==> config.mk <==
export PLATFORM = sky130hd
export DESIGN_NAME = pc_ctrl
export DESIGN_NICKNAME = d
export VERILOG_FILES = /design/src/rtl/pc_ctrl.sv
export SDC_FILE = /design/constraint.sdc
export NUM_CORES = 1
export LEC_CHECK = 0
export BUFFER_PORTS_ARGS = -buffer_cell sky130_fd_sc_hd__clkbuf_2
export CAP_MARGIN = 0
export CORE_AREA = 2 2 39 41
export DETAILED_ROUTE_END_ITERATION = 8
export DIE_AREA = 0 0 41 43
export PLACE_DENSITY_LB_ADDON = 0.05
export SLEW_MARGIN = 40
export SYNTH_ARGS = -nofsm -noshare
export SYNTH_HDL_FRONTEND = slang
export SYNTH_SLANG_ARGS = --single-unit
==> constraint.sdc <==
create_clock -name clk -period 1.24 [get_ports clk]
set_clock_uncertainty 0.1 [all_clocks]
set_input_delay 0.062 -clock clk [delete_from_list [all_inputs] [get_ports clk]]
set_output_delay 0.062 -clock clk [all_outputs]
set_load 0.05 [all_outputs]
==> src/rtl/pc_ctrl.sv <==
// rtl/pc_ctrl.sv - PC sequencing controller: fetch, branch/jump/JR resolve, exception vectoring.
// Optional exception path enabled by defining PC_CTRL_EXC_EN.
module pc_ctrl #(
  parameter int EXC_LAT = 3
) (
  input  logic       clk,
  input  logic       reset,
  input  logic       step,
  input  logic       br_req,
  input  logic       br_cond,
  input  logic       jmp_req,
  input  logic       jr_req,
  input  logic       exc_req,
  output logic [2:0] PcSrc,
  output logic       PcWrite,
  output logic       EPCWrite,
  output logic       busy
);

  typedef enum logic [2:0] {
    S_IDLE     = 3'd0,
    S_FETCH    = 3'd1,
    S_WAIT_DEC = 3'd2,
    S_RESOLVE  = 3'd3
`ifdef PC_CTRL_EXC_EN
    ,
    S_EXC_SAVE = 3'd4,
    S_EXC_LOAD = 3'd5,
    S_EXC_JUMP = 3'd6
`endif
  } state_t;

  localparam logic [2:0] SEL_PC4 = 3'b000;
  localparam logic [2:0] SEL_BR  = 3'b001;
  localparam logic [2:0] SEL_JMP = 3'b010;
  localparam logic [2:0] SEL_REG = 3'b011;

  state_t     r_state;
  state_t     w_next;
  logic [2:0] r_sel;
  logic [2:0] w_sel_next;

`ifdef PC_CTRL_EXC_EN
  localparam logic [2:0] SEL_VEC  = 3'b100;
  localparam logic [2:0] LAT_LAST = 3'(EXC_LAT - 1);
  logic [2:0] r_cnt;
  logic [2:0] w_cnt_next;
`else
  localparam logic [2:0] LAT_UNUSED = 3'(EXC_LAT);
  logic w_unused_exc;
  assign w_unused_exc = exc_req ^ (|LAT_UNUSED);
`endif

  always_ff @(posedge clk or posedge reset) begin
    if (reset) begin
      r_state <= S_IDLE;
      r_sel   <= SEL_PC4;
`ifdef PC_CTRL_EXC_EN
      r_cnt   <= 3'd0;
`endif
    end else begin
      r_state <= w_next;
      r_sel   <= w_sel_next;
`ifdef PC_CTRL_EXC_EN
      r_cnt   <= w_cnt_next;
`endif
    end
  end

  always_comb begin
    w_next     = r_state;
    w_sel_next = r_sel;
    PcSrc      = SEL_PC4;
    PcWrite    = 1'b0;
    EPCWrite   = 1'b0;
    busy       = (r_state != S_IDLE);
`ifdef PC_CTRL_EXC_EN
    w_cnt_next = r_cnt;
`endif
    case (r_state)
      S_IDLE: begin
        if (step) w_next = S_FETCH;
      end
      S_FETCH: begin
        PcWrite = 1'b1;
        w_next  = S_WAIT_DEC;
      end
      S_WAIT_DEC: begin
        w_next = S_IDLE;
        if (jr_req) begin
          w_sel_next = SEL_REG;
          w_next     = S_RESOLVE;
        end else if (jmp_req) begin
          w_sel_next = SEL_JMP;
          w_next     = S_RESOLVE;
        end else if (br_req && br_cond) begin
          w_sel_next = SEL_BR;
          w_next     = S_RESOLVE;
        end
`ifdef PC_CTRL_EXC_EN
        // Exception outranks every redirect request.
        if (exc_req) w_next = S_EXC_SAVE;
`endif
      end
      S_RESOLVE: begin
        PcSrc   = r_sel;
        PcWrite = 1'b1;
        w_next  = S_IDLE;
`ifdef PC_CTRL_EXC_EN
        // A late exception kills the redirect write in the same cycle.
        if (exc_req) begin
          PcWrite = 1'b0;
          w_next  = S_EXC_SAVE;
        end
`endif
      end
`ifdef PC_CTRL_EXC_EN
      S_EXC_SAVE: begin
        EPCWrite   = 1'b1;
        w_cnt_next = 3'd0;
        w_next     = S_EXC_LOAD;
      end
      S_EXC_LOAD: begin
        if (r_cnt == LAT_LAST) w_next = S_EXC_JUMP;
        else w_cnt_next = r_cnt + 3'd1;
      end
      S_EXC_JUMP: begin
        PcSrc   = SEL_VEC;
        PcWrite = 1'b1;
        w_next  = S_IDLE;
      end
`endif
      default: w_next = S_IDLE;
    endcase
  end

endmodule
=== Word-level counts from Yosys, hierarchy flattened ===
Cells that the tools add are included.
Widths: inputs -> output; s select.

* Output and inout port bits: 6
* Word-level logic and storage cells: 22
* Bits in registers: 6
* Input port bits: 8

* Equality and inequality tests: 4
* Multiplexer cells: 10
* Reductions and logical operators: 6

{| class="wikitable"
|+ Operator list
! kind !! number
|-
| $mux 3 || 5
|-
| $pmux 3 s3 || 1
|-
| $eq 3x2->1 const B || 2
|-
| $mux 2 || 3
|-
| $reduce_bool 3->1 || 2
|-
| $eq 3x1->1 const B || 1
|-
| $logic_not 3->1 || 1
|-
| $ne 2x2->1 const B || 1
|-
| $reduce_and 2->1 || 1
|-
| $reduce_or 2->1 || 1
|-
| $logic_and 1x1->1 || 1
|-
| $mux 1 || 1
|}

=== Longest topological paths before layout ===
* Word-level depth: 5
* Gate-level depth with buffers: 2
* Gate-level depth less buffers: 2

=== Least setup slack after synthesis ===
No wires, ideal clock.

* Path type: flip-flop to output port
* Start: register r_state[0]
* End: output PcWrite
* Buffers on the path: 1
* Arrival: 0.858 ns
* Stages on the path, launching flop included: 2
* Slack: 0.220 ns
* Data required time: 1.078 ns
* Path through: dfrtp_1 -> clkbuf_1

* Cells in the longest elaborated chain, start to end: 3
* Elaborated cells between the ends (all ways): 4
* Those cells by class: 2 x eq/ne; 1 x mux; 1 x reduce/logical

{| class="wikitable"
|+ Ends and longest elaborated chain
! item !! line !! source
|-
| start: declaration || 38 || <nowiki>state_t r_state;</nowiki>
|-
| start signal: assignment || 62 || <nowiki>r_state <= w_next;</nowiki>
|-
| $eq 3x1->1 / $eq 3x2->1 (equally long branches) || 80 || <nowiki>case (r_state)</nowiki>
|-
| $reduce_or 2->1 (no source line) * || - ||
|-
| $mux 1 * || 80 ||
|-
| end: declaration || 15 || <nowiki>output logic PcWrite,</nowiki>
|}

Mark *: on every way between the ends. The rest lies on a longest branch, timed or not.

=== Worst setup path after layout ===
* Start: register r_state[1]
* End: output busy

* Cells in the longest elaborated chain, start to end: 1

{| class="wikitable"
|+ Ends and longest elaborated chain
! item !! line !! source
|-
| $reduce_bool 3->1 || 76 || <nowiki>busy = (r_state != S_IDLE);</nowiki>
|-
| end: declaration || 17 || <nowiki>output logic busy</nowiki>
|}

No other way between the ends.

==> impl_summary.log <==
[metrics] chip width: 41 um
[metrics] area enclosed by the die boundary: 1760 sq um
[metrics] clock buffers created by TritonCTS: 3
[metrics] area growth from synthesis to layout: 60.8%
[metrics] non-filler cells, final: 56
[metrics] share of the clock period used by the worst path after layout: 100%
[metrics] commonest non-fill, non-tap cell in the layout: clkbuf_2
[metrics] number of DRC violations after detailed-routing iteration 0: 3
[metrics] sequential share of the synthesized area: 41.2%
[metrics] TritonCTS clock tree: done
[metrics] Syn. warnings: 0
[metrics] count of cell types in the netlist: 16
[metrics] Static Leak: 0.185 nW
[metrics] detailed-route via count: 242
[metrics] leading cell types in the layout, fill and taps excluded: clkbuf_2 (7), a211oi_1 (3), clkbuf_4 (3), buf_8 (3)
[metrics] final hold slack: 34.9 ps
[metrics] total area of sequential cells: 103 sq um
[metrics] Die Ht: 43 um
[metrics] data arrival time of the worst path: 1080 ps
[metrics] number of nets at the end of the flow: 50
[metrics] number of top-level pins: 14
[metrics] global route overflow: 0
[metrics] areal power density over the cells: 2740 nW/um^2
[metrics] worst path setup slack after routing: -3.23 ps
[metrics] number of instances in the synthesized netlist: 25
[metrics] violated checks: negative setup slack
[metrics] highest attainable clock frequency: 804 MHz
[metrics] #FFs+latches synth: 4
[metrics] CP Data Required Time: 1080 ps
[metrics] mapped cell area: 243 sq um
[metrics] setup repair after global routing missed its margin: yes
[metrics] clock root buffer: clkbuf_4
[metrics] worst reg2reg startpoint: r_state[1]
[metrics] detailed-route DRC error count: 0
[metrics] Avg Synthesized Cell Area: 9.71 sq um
[metrics] crit path max fanout: 5
[metrics] via count of the first global-routing pass: 198
[metrics] clk sinks: 4
[metrics] number of max-slew violations in the final report: 0
[metrics] count of standard-cell rows: 14
[metrics] pin count of the biggest net entering global routing: 8
[metrics] reported max-cap violation count: 0
[metrics] type of origin of the critical path: flop
[metrics] clock latency on the worst-skew pair: 240 ps
[metrics] kind of path behind the tightest hold check: in2reg
[metrics] cell area reported after detailed placement: 298 sq um
[metrics] count of endpoints failing setup in the final report: 1
[metrics] core footprint: 1380 sq um
[metrics] area of the multi-input gates: 123 sq um
[metrics] number of diodes added for antenna fixing: 0
[metrics] Routed wire per std cell: 11.0 um
[metrics] Layout Cell Area excl Fill: 390 sq um
[metrics] type of the worst setup path: reg2out
[metrics] antenna violations before repair: 0
[metrics] share of cells above drive strength 1: 52.5%
[metrics] Clock Tree Buf Depth: 2
[metrics] buffers added on ports: 10
[metrics] worst slack, placed: 62.8 ps
[metrics] Tmin final: 1240 ps
[metrics] Vias/cell: 4.32
[metrics] status: finished, violations left
[metrics] final antenna-violating net count: 0
[metrics] launching element of the worst setup path: r_state[1]
[metrics] Clock transition at path regs: 40 ps
[metrics] Total Wirelength: 618 um
[metrics] total track usage: 8.94%
[metrics] final setup TNS: -3.23 ps
[metrics] Cells after DPL: 49
[metrics] number of search-and-repair iterations in the first detailed-routing pass: 2
[metrics] hold path startpoint: jmp_req
[metrics] Final Hold Viols: 0
[metrics] effective utilization at floorplan: 17.5%
[metrics] Worst setup EP type: primary output
[metrics] # H-tree levels: 1
[metrics] Final GP Congestion: 0.651
[metrics] number of filler cells placed in the layout: 159
[metrics] IR Drop Worst-Case VDD: 0.000716 V
[metrics] global-route wire length before repair: 917 um
synthesized netlist by cell type (all sizes together):
library cell,n,area (sq um)
inv,2,7.51
o2bb2ai,1,8.76
dfrtp,4,100
nand2b,1,6.26
nand4b,1,8.76
nor2,2,7.51
and3,2,15.0
or2b,1,7.51
conb,1,3.75
or2,1,6.26
buf,2,15.0
and4bb,1,12.5
o21ai,1,5.00
a211oi,4,35.0
clkbuf,1,3.75
worst paths after layout:
path | depth (start not counted) | slack, ps | endpoint
setup / recovery | 2 | -3 | busy
hold / removal | 3 | 30 | r_sel[1]
setup reg to reg | 3 | 60 | r_sel[0]
hold reg to reg | 1 | 400 | r_sel[1]
max in group asynchronous | 3 | 740 | r_state[0]
min in group asynchronous | 3 | 140 | r_state[1]
registers in the layout (all words and copies together), names as in the netlist:
| name | count |
|---|---|
| r_sel | 2 |
| r_state | 2 |
through the flow:
| step | util, % | power, W |
|---|---|---|
| 2_1_floorplan | - | 0.000635 |
| 5_1_grt | 28.2 | 0.00113 |
| 4_1_cts | 27.9 | 0.00106 |
| 3_5_place_dp | 21.5 | 0.000740 |
| 6_report | 28.2 | 0.00107 |
| 3_3_place_gp | 21.5 | 0.000742 |
cell families (layout without fill, tap and decap cells):
logic type             Yosys count  after routing  share of synthesized area [%]
AOI/OAI and AO/OA                6              6                           20.1
buffers and inverters            5             19                           10.8
DFF                              4              4                           41.2
other                            1              2                           1.54
and+or+nand+nor                  9              9                           26.3
worst max-delay path, cell delays in order (launching register included):
cell and delay, ps:
dfrtp_2 430, or2_4 260, buf_8 150
per-layer routing:
| layer | GRT usage, % | routed length, um | share of wire, % | up-vias |
|---|---|---|---|---|
| li1 | - | - | - | 116 |
| met1 | 10.9 | 288 | 47 | 112 |
| met2 | 9.38 | 265 | 43 | 12 |
| met3 | 6.81 | 50 | 8.1 | 2 |
| met4 | 8.00 | 14 | 2.3 | 0 |
| met5 | 0 | 0 | 0 | - |
timing repair:
| item | 4_1_cts | 5_1_grt |
|---|---|---|
| setup endpoints to repair | 3 | 3 |
| gates cloned | 0 | 0 |
| gates resized for setup | 9 | 3 |
| hold endpoints to repair | 5 | 0 |
| hold buffers | 2 | 0 |
| setup buffers | 2 | 0 |
| pin swaps | 0 | 0 |
final cells by class:
| type | instances | area share, % |
|---|---|---|
| inverter | 2 | 1.92 |
| timing repair buffer | 14 | 29.5 |
| sequential | 4 | 26.3 |
| clock buffer | 3 | 5.77 |
| tap | 16 | 5.13 |
| multi-input combinational | 17 | 31.4 |
power by group:
part           switching, W  total, W  internal (W)
clock network     0.0000562  0.000165      0.000108
registers         0.0000756  0.000278      0.000202
logic              0.000348  0.000626      0.000278
Power figures use the tool's default switching activity.
